$ cat config.mk
export PLATFORM = sky130hd
export DESIGN_NAME = phaser_ref_lock_ctrl
export DESIGN_NICKNAME = d
export VERILOG_FILES = /design/src/rtl/phaser_ref_lock_ctrl.sv
export SDC_FILE = /design/constraint.sdc
export NUM_CORES = 1
export LEC_CHECK = 0
export CAP_MARGIN = 20
export CORE_AREA = 3 3 67 81
export DETAILED_ROUTE_END_ITERATION = 8
export DIE_AREA = 0 0 70 84
export DONT_BUFFER_PORTS = 1
export GPL_TIMING_DRIVEN = 0
export PLACE_DENSITY = 0.47
export RECOVER_POWER = 25
export SYNTH_ARGS = -nofsm -noshare
export SYNTH_HDL_FRONTEND = slang
export SYNTH_SLANG_ARGS = --single-unit
$ cat constraint.sdc
create_clock -name CLK -period 2.9 [get_ports CLK]
set_input_delay 0.435 -clock CLK [delete_from_list [all_inputs] [get_ports CLK]]
set_output_delay 0.435 -clock CLK [all_outputs]
set_load 0.1 [all_outputs]
$ cat src/rtl/phaser_ref_lock_ctrl.sv
//----------------------------------------------------------------------------
// phaser_ref_lock_ctrl
//
// Bring-up and lock-supervision controller for the phaser reference-clock
// block. Sequences power-down release, a timed reset pulse, the wait for
// LOCKED and a lock-stability qualification window before raising READY.
// Lock loss or lock timeout triggers a bounded number of retries, after
// which the controller parks in FAIL until ENABLE is dropped.
//
// Ports:
//   CLK         controller clock (independent of the phaser CLKIN)
//   RST_N       asynchronous active-low reset
//   ENABLE      level request to run the phaser reference
//   LOCKED_IN   LOCKED from the phaser reference
//   PHY_PWRDWN  drives phaser PWRDWN
//   PHY_RST     drives phaser RST
//   READY       lock qualified and stable
//   FAIL        retry budget exhausted
//   LOST_LOCK   one-cycle pulse when lock drops while READY
//   RETRY_CNT   retries since leaving IDLE (saturates at MAX_RETRY)
//   STATE       current state encoding (debug)
//
// Build option:
//   PHASER_REF_CTRL_SYNC_EN  when defined, LOCKED_IN passes through a
//                            2-flop synchronizer (adds 2 cycles of lock
//                            latency). When undefined, LOCKED_IN must
//                            already be synchronous to CLK.
//----------------------------------------------------------------------------
`timescale 1ns/1ps

module phaser_ref_lock_ctrl #(
  parameter int RST_CYCLES    = 16,
  parameter int LOCK_TIMEOUT  = 4096,
  parameter int STABLE_CYCLES = 8,
  parameter int MAX_RETRY     = 3,
  parameter int CNT_W         = 13
) (
  input  logic       CLK,
  input  logic       RST_N,
  input  logic       ENABLE,
  input  logic       LOCKED_IN,
  output logic       PHY_PWRDWN,
  output logic       PHY_RST,
  output logic       READY,
  output logic       FAIL,
  output logic       LOST_LOCK,
  output logic [3:0] RETRY_CNT,
  output logic [2:0] STATE
);

  typedef enum logic [2:0] {
    ST_IDLE      = 3'd0,
    ST_RESET     = 3'd1,
    ST_WAIT_LOCK = 3'd2,
    ST_STABLE    = 3'd3,
    ST_READY     = 3'd4,
    ST_FAIL      = 3'd5
  } state_t;

  // Terminal counts: every phase ends on its compare, so cnt never wraps.
  localparam logic [CNT_W-1:0] RST_LAST     = CNT_W'(RST_CYCLES - 1);
  localparam logic [CNT_W-1:0] TIMEOUT_LAST = CNT_W'(LOCK_TIMEOUT - 1);
  localparam logic [CNT_W-1:0] STABLE_LAST  = CNT_W'(STABLE_CYCLES - 1);
  localparam logic [CNT_W-1:0] CNT_ONE      = CNT_W'(1);
  localparam logic [3:0]       RETRY_MAX    = 4'(MAX_RETRY);

  state_t           state_r;
  state_t           state_nx_s;
  state_t           retry_state_s;
  logic [CNT_W-1:0] cnt_r;
  logic [CNT_W-1:0] cnt_nx_s;
  logic [3:0]       retry_r;
  logic [3:0]       retry_nx_s;
  logic [3:0]       retry_inc_s;
  logic             lost_nx_s;
  logic             lock_s;
  logic             pwrdwn_r;
  logic             phy_rst_r;
  logic             ready_r;
  logic             fail_r;
  logic             lost_r;

  // Output decode {PWRDWN, RST, READY, FAIL}; unknown codes take the
  // safe powered-down pattern.
  function automatic logic [3:0] decode_out(input state_t st);
    logic [3:0] res;
    case (st)
      ST_IDLE:      res = 4'b1100;
      ST_RESET:     res = 4'b0100;
      ST_WAIT_LOCK: res = 4'b0000;
      ST_STABLE:    res = 4'b0000;
      ST_READY:     res = 4'b0010;
      ST_FAIL:      res = 4'b1101;
      default:      res = 4'b1100;
    endcase
    return res;
  endfunction

`ifdef PHASER_REF_CTRL_SYNC_EN
  logic sync_q1_r;
  logic sync_q2_r;

  // Two-flop synchronizer bringing LOCKED_IN into the CLK domain.
  always_ff @(posedge CLK or negedge RST_N) begin
    if (!RST_N) begin
      sync_q1_r <= 1'b0;
      sync_q2_r <= 1'b0;
    end else begin
      sync_q1_r <= LOCKED_IN;
      sync_q2_r <= sync_q1_r;
    end
  end

  assign lock_s = sync_q2_r;
`else
  assign lock_s = LOCKED_IN;
`endif

  // Outcome of a retry: FAIL once the budget is spent, else re-run reset.
  always_comb begin
    retry_state_s = ST_RESET;
    retry_inc_s   = retry_r;
    if (retry_r == RETRY_MAX) begin
      retry_state_s = ST_FAIL;
      retry_inc_s   = retry_r;
    end else begin
      retry_state_s = ST_RESET;
      retry_inc_s   = retry_r + 4'd1;
    end
  end

  // Next-state, phase counter, retry counter and lost-lock pulse.
  always_comb begin
    state_nx_s = state_r;
    cnt_nx_s   = cnt_r;
    retry_nx_s = retry_r;
    lost_nx_s  = 1'b0;
    if (!ENABLE) begin
      // Dropping ENABLE overrides everything, including a pending lost-lock.
      state_nx_s = ST_IDLE;
      cnt_nx_s   = '0;
      retry_nx_s = 4'd0;
    end else begin
      case (state_r)
        ST_IDLE: begin
          state_nx_s = ST_RESET;
          cnt_nx_s   = '0;
          retry_nx_s = 4'd0;
        end
        ST_RESET: begin
          if (cnt_r == RST_LAST) begin
            state_nx_s = ST_WAIT_LOCK;
            cnt_nx_s   = '0;
          end else begin
            cnt_nx_s   = cnt_r + CNT_ONE;
          end
        end
        ST_WAIT_LOCK: begin
          // Lock seen on the timeout cycle still wins over the retry.
          if (lock_s) begin
            state_nx_s = ST_STABLE;
            cnt_nx_s   = '0;
          end else if (cnt_r == TIMEOUT_LAST) begin
            state_nx_s = retry_state_s;
            retry_nx_s = retry_inc_s;
            cnt_nx_s   = '0;
          end else begin
            cnt_nx_s   = cnt_r + CNT_ONE;
          end
        end
        ST_STABLE: begin
          if (!lock_s) begin
            state_nx_s = retry_state_s;
            retry_nx_s = retry_inc_s;
            cnt_nx_s   = '0;
          end else if (cnt_r == STABLE_LAST) begin
            state_nx_s = ST_READY;
            cnt_nx_s   = '0;
          end else begin
            cnt_nx_s   = cnt_r + CNT_ONE;
          end
        end
        ST_READY: begin
          if (!lock_s) begin
            lost_nx_s  = 1'b1;
            state_nx_s = retry_state_s;
            retry_nx_s = retry_inc_s;
            cnt_nx_s   = '0;
          end else begin
            state_nx_s = ST_READY;
            cnt_nx_s   = '0;
          end
        end
        ST_FAIL: begin
          state_nx_s = ST_FAIL;
          cnt_nx_s   = '0;
        end
        default: begin
          state_nx_s = ST_IDLE;
          cnt_nx_s   = '0;
          retry_nx_s = 4'd0;
        end
      endcase
    end
  end

  // State, counters and outputs; outputs are decoded from the next state
  // so they are registered yet aligned with STATE.
  always_ff @(posedge CLK or negedge RST_N) begin
    if (!RST_N) begin
      state_r   <= ST_IDLE;
      cnt_r     <= '0;
      retry_r   <= 4'd0;
      pwrdwn_r  <= 1'b1;
      phy_rst_r <= 1'b1;
      ready_r   <= 1'b0;
      fail_r    <= 1'b0;
      lost_r    <= 1'b0;
    end else begin
      state_r   <= state_nx_s;
      cnt_r     <= cnt_nx_s;
      retry_r   <= retry_nx_s;
      {pwrdwn_r, phy_rst_r, ready_r, fail_r} <= decode_out(state_nx_s);
      lost_r    <= lost_nx_s;
    end
  end

  assign PHY_PWRDWN = pwrdwn_r;
  assign PHY_RST    = phy_rst_r;
  assign READY      = ready_r;
  assign FAIL       = fail_r;
  assign LOST_LOCK  = lost_r;
  assign RETRY_CNT  = retry_r;
  assign STATE      = state_r;

endmodule

# Word level (Yosys, flattened, before mapping)
# Cells that the tools add are included.
# totals
regBits	25
wordCells	59
in_bits	4
# op_classes
add_sub_neg	2
reduce_logical	5
n_eq_ne	18
n_mux	26
# ops
operator	n
2-to-1 mux 13 bit	6
one-hot mux 13 bit (3 select lines)	1
2-to-1 mux 3 bit	8
2-to-1 mux 4 bit	5
one-hot mux 3 bit (6 select lines)	1
one-hot mux 4 bit (4 select lines)	1
adder 13 x 1 -> 13 bit, second input constant	1
== test 13 x 12 -> 1 bit, second input constant	1
== test 13 x 3 -> 1 bit, second input constant	1
== test 13 x 4 -> 1 bit, second input constant	1
== test 3 x 2 -> 1 bit, second input constant	4
== test 3 bit, second input constant	4
one-hot mux 4 bit (3 select lines)	1
inequality test 3 bit, second input constant	3
== test 3 x 1 -> 1 bit, second input constant	2
OR reduction 2 bit	3
adder 4 x 1 -> 4 bit, second input constant	1
== test 4 x 2 -> 1 bit, second input constant	1
AND reduction 4 bit	1
logical NOT 3 bit	1
2-to-1 mux 1 bit	3
inequality test 2 bit, second input constant	1

# Logic depth before layout (Yosys ltp)
# logic_depth
depth_word	9
ltp_mapped	7

# Worst setup path before layout
# Ideal clock, no wire load.
# synth_timing
kind	register to register
from	register state_r[1], in the netlist STATE[1]
to	register cnt_r[12]
path_stages_with_launch	7
path_slack_ns	0.437
n_path_buf	1
setup_time_ns	0.078
synth_period_minus_slack_ns	2.463
t_arrival_ns	2.386
cell_sequence	dfrtp_1 clkbuf_1 nor2b_1 nand2_1 o22a_2 or3_1 a21oi_1
# synth_between
elab_chain_cells	3
word_cells_on_any_way	5
# synth_rtl
item	line_no	text
from (decl)	67	state_t state_r;
from (signal assigned)	220	state_r <= state_nx_s;
== test 3 x 2 -> 1 bit or == test 3 x 1 -> 1 bit (tied branches)	144	case (state_r)
one-hot mux 13 bit (3 select lines) (*)	144	
2-to-1 mux 13 bit (*)	138	if (!ENABLE) begin
via cnt_nx_s[12]	71	logic [CNT_W-1:0] cnt_nx_s;
to (signal assigned)	221	cnt_r <= cnt_nx_s;
to (decl)	70	logic [CNT_W-1:0] cnt_r;
# The timed path passes the listed nets; every way through them passes the cells marked *.
# A chain may end at the register's enable or synchronous reset.

# Final worst setup path
# layout_timing
from	register retry_r[1], in the netlist RETRY_CNT[1]
to	register retry_r[3], in the netlist RETRY_CNT[3]
# layout_between
elab_chain_cells	6
word_cells_on_any_way	8
# layout_rtl
item	line_no	text
from (decl)	72	logic [3:0] retry_r;
from (signal assigned)	222	retry_r <= retry_nx_s;
adder 4 x 1 -> 4 bit or == test 4 x 2 -> 1 bit (tied branches)	128, 123	
2-to-1 mux 4 bit (*)	123	if (retry_r == RETRY_MAX) begin
2-to-1 mux 4 bit	163	end else if (cnt_r == TIMEOUT_LAST) begin
2-to-1 mux 4 bit	160	if (lock_s) begin
one-hot mux 4 bit (3 select lines) (*)	144	
2-to-1 mux 4 bit (*)	138	
# Every way passes the cells marked *; elsewhere a longest branch is shown, timed or not. The select of a mux whose other input is x is not followed.

==> out/metrics.yaml <==
rsz0062_at_grt: "no"
firstDrtPassIters: 4
maxCapViolCount: 0
via_per_inst: 5.25
rrSetupSlack_ps: 330
core_region_area_um2: 4660
worstSetupPathType: "flop to flop"
wl_per_cell_um: 14.4
drt_iter0_markers: 56
finalCritPeriodShare_pct: 88.5
grt_pass1_wl_mm: 5.28
syn_inst: 148
synth.net_count: 154
yosysSeqAreaShare_pct: 45.0
avgSynthCellArea_um2: 9.43
antenna_left: 0
powerDensity_nw_per_um2: 394
num_antenna_cells: 0
hold_depth: 1
status: "complete, no violations"
cts_setup_buffers: 0
min_path_type: "flop to flop"
cts_max_path_buffers: 2
p_int_mw: 0.457
first_global_vias: 1112
dp_hpwl_mm: 2.24
die_h_um: 84
layout_min_cycle_time_ps: 2570
drc: 0
die_w_um: 70
setup_tns_ps: 0
synth_edf_count: 0
h-tree-depth: 1
wirelength_mm: 3.05
multi_input_area_um2: 718
rr_endpoint: "RETRY_CNT[3]"
start_util_pct: 29.9
grt_remaining_overflow: 0
cts_made_buffers: 3
setup_viol: 0
drive_above_1_share_pct: 12.3
ys_seq_elements: 25
gp_congestion: 0.851
min_to: "cnt_r[0]"
max_slew.worst_pin.slew_ps: 1300
skew_ps: 7.39
p_comb_share_pct: 5.4
vias: 1113
final_cell_mix: "nor2_1, dfrtp_1, nand2_1, nand3_1"
whs_ps: 486
worst_r2r_startpoint: "RETRY_CNT[1]"
rr_worst_depth: 6
clk_latency_ps: 270
layout_commonest_cell: "nor2_1"
synth_area_um2: 1400
leakagePower_nw: 0.600
track_usage_pct: 11.0
p_seq_share_pct: 60.5
slew_viol_final: 0
syn_to_final_growth_pct: 9.60
cts_sinks: 25
fillers: 505
fin_nets: 161
ir_worst_vdd_uv: 153
end_kind: "flop"
max_freq_mhz: 390
p_clk_share_pct: 34.1
critPathMaxFanout: 5
antenna_found_initial: 0
relSlewSlack_pct: 13.3
io_buffer_count: 0
cts_tree: "yes"
dieArea_um2: 5880
hold_viol: 0
root_buffer: "clkbuf_8"
grt_max_degree: 26
synthArstFlopShare_pct: 100
synth_cell_type_count: 45
clkTransAtPathRegs_ps: 90
switching_share_pct: 24.1
min_from: "cnt_r[0]"
cp.required_ps: 3090
yosys_warnings: 0
dominantRegCellSynth: "dfrtp_1"
seq_area_um2: 629
row_count: 27
power.switching_mw: 0.145
io-pin-count: 16
cp_data_arrival_time_ps: 2760
start_kind: "flop"
-- worst max-delay path, cell delays in order, from the launching register on --
cell and delay (ps):
dfrtp_1 1010, ha_1 330, nor3b_1 330, nor2_1 140, o221ai_1 350, nand2_1 120, a31oi_1 200
-- worst max-delay path by stage --
stage / to / from / cells after the start
after floorplan: cnt_r[12] / STATE[1] / 6
after detailed placement: cnt_r[12] / STATE[1] / 6
after global placement: cnt_r[12] / STATE[1] / 6
after CTS: cnt_r[12] / STATE[1] / 6
after global routing: cnt_r[5] / STATE[2] / 7
final: RETRY_CNT[3] / RETRY_CNT[1] / 6
-- what timing repair did --
item                                   CTS  global route
gates resized for setup                  0             1
setup endpoints to repair                0            10
hold buffers                             2             0
endpoints found under the hold margin   25             0
-- kinds of logic (layout without fill, tap and decap cells) --
group / count (synthesis) / after routing / share of synthesized area, %
XOR/XNOR: 10 / 10 / 6.28
AND/OR/NAND/NOR: 71 / 71 / 27.0
adder cells (fa/ha/maj): 2 / 2 / 1.79
flip-flops: 25 / 25 / 45.0
AO/OA/AOI/OAI: 28 / 28 / 16.4
buffers and inverters: 12 / 18 / 3.50
-- cell type report --
| class | count | share of cell area, % |
|---|---|---|
| multi-input cells | 111 | 47.0 |
| well taps | 58 | 4.75 |
| clock buffers | 3 | 2.70 |
| clock inverters | 1 | 0.327 |
| flip-flops and latches | 25 | 41.2 |
| inverters | 6 | 1.47 |
| repair buffers | 2 | 0.900 |
| plain buffers | 6 | 1.72 |
-- cell usage after synthesis, types with 2 or more instances --
| cell | count | area, um2 |
|---|---|---|
| a41oi_1 | 2 | 17.5 |
| or4_4 | 2 | 22.5 |
| xnor2_1 | 6 | 52.6 |
| dfstp_2 | 2 | 52.6 |
| nor4_2 | 2 | 25.0 |
| ha_1 | 2 | 25.0 |
| nand3_1 | 9 | 45.0 |
| nand2_1 | 9 | 33.8 |
| nor4_1 | 2 | 12.5 |
| or3_1 | 2 | 12.5 |
| dfrtp_1 | 23 | 576 |
| nor2_1 | 24 | 90.1 |
| and2_1 | 2 | 12.5 |
| nand4_1 | 4 | 25.0 |
| clkbuf_1 | 4 | 15.0 |
| o21ai_1 | 3 | 15.0 |
| nor2b_1 | 2 | 12.5 |
| o21ai_0 | 2 | 10.0 |
| a31oi_1 | 2 | 12.5 |
| xor2_1 | 4 | 35.0 |
| nor3_1 | 2 | 10.0 |
| o311a_1 | 2 | 20.0 |
| nor3b_1 | 2 | 15.0 |
| nand2b_1 | 5 | 31.3 |
| a21oi_1 | 4 | 20.0 |
| inv_1 | 6 | 22.5 |
-- sequential cells by signal (all words and copies together) (netlist names) --
name        flops
FAIL            1
PHY_PWRDWN      1
READY           1
RETRY_CNT       4
cnt_r          13
PHY_RST         1
STATE           3
LOST_LOCK       1
-- power by group through the flow --
| stage | Combinational [mW] | Sequential, mW | Clock (mW) |
|---|---|---|---|
| 2_1_floorplan | 0.0198 | 0.371 | 0 |
| 3_3_place_gp | 0.0245 | 0.371 | 0 |
| 3_5_place_dp | 0.0248 | 0.372 | 0 |
| 4_1_cts | 0.0365 | 0.365 | 0.219 |
| 5_1_grt | 0.0375 | 0.365 | 0.237 |
| 6_report | 0.0326 | 0.365 | 0.205 |
-- routing by layer --
layer | wire, um | vias to the layer above | part of all wire, % | global-route usage (%)
li1 | - | 541 | - | -
met1 | 1360 | 536 | 45 | 13.5
met2 | 1500 | 29 | 49 | 18.2
met3 | 115 | 7 | 3.8 | 1.81
met4 | 80 | 0 | 2.6 | 5.92
met5 | 0 | - | 0 | 0
-- through the flow --
| step | instances | power, mW | instance area (um2) | worst slack [ps] | util (%) |
|---|---|---|---|---|---|
| 2_1_floorplan | 148 | 0.391 | 1400 | 437 | - |
| 3_3_place_gp | 206 | 0.396 | 1470 | 210 | 31.5 |
| 3_5_place_dp | 206 | 0.396 | 1470 | 166 | 31.5 |
| 4_1_cts | 212 | 0.620 | 1540 | 123 | 33.1 |
| 5_1_grt | 212 | 0.640 | 1530 | 161 | 32.8 |
| 6_report | 212 | 0.602 | 1530 | 333 | 32.8 |
Power figures use the tool's default switching activity.
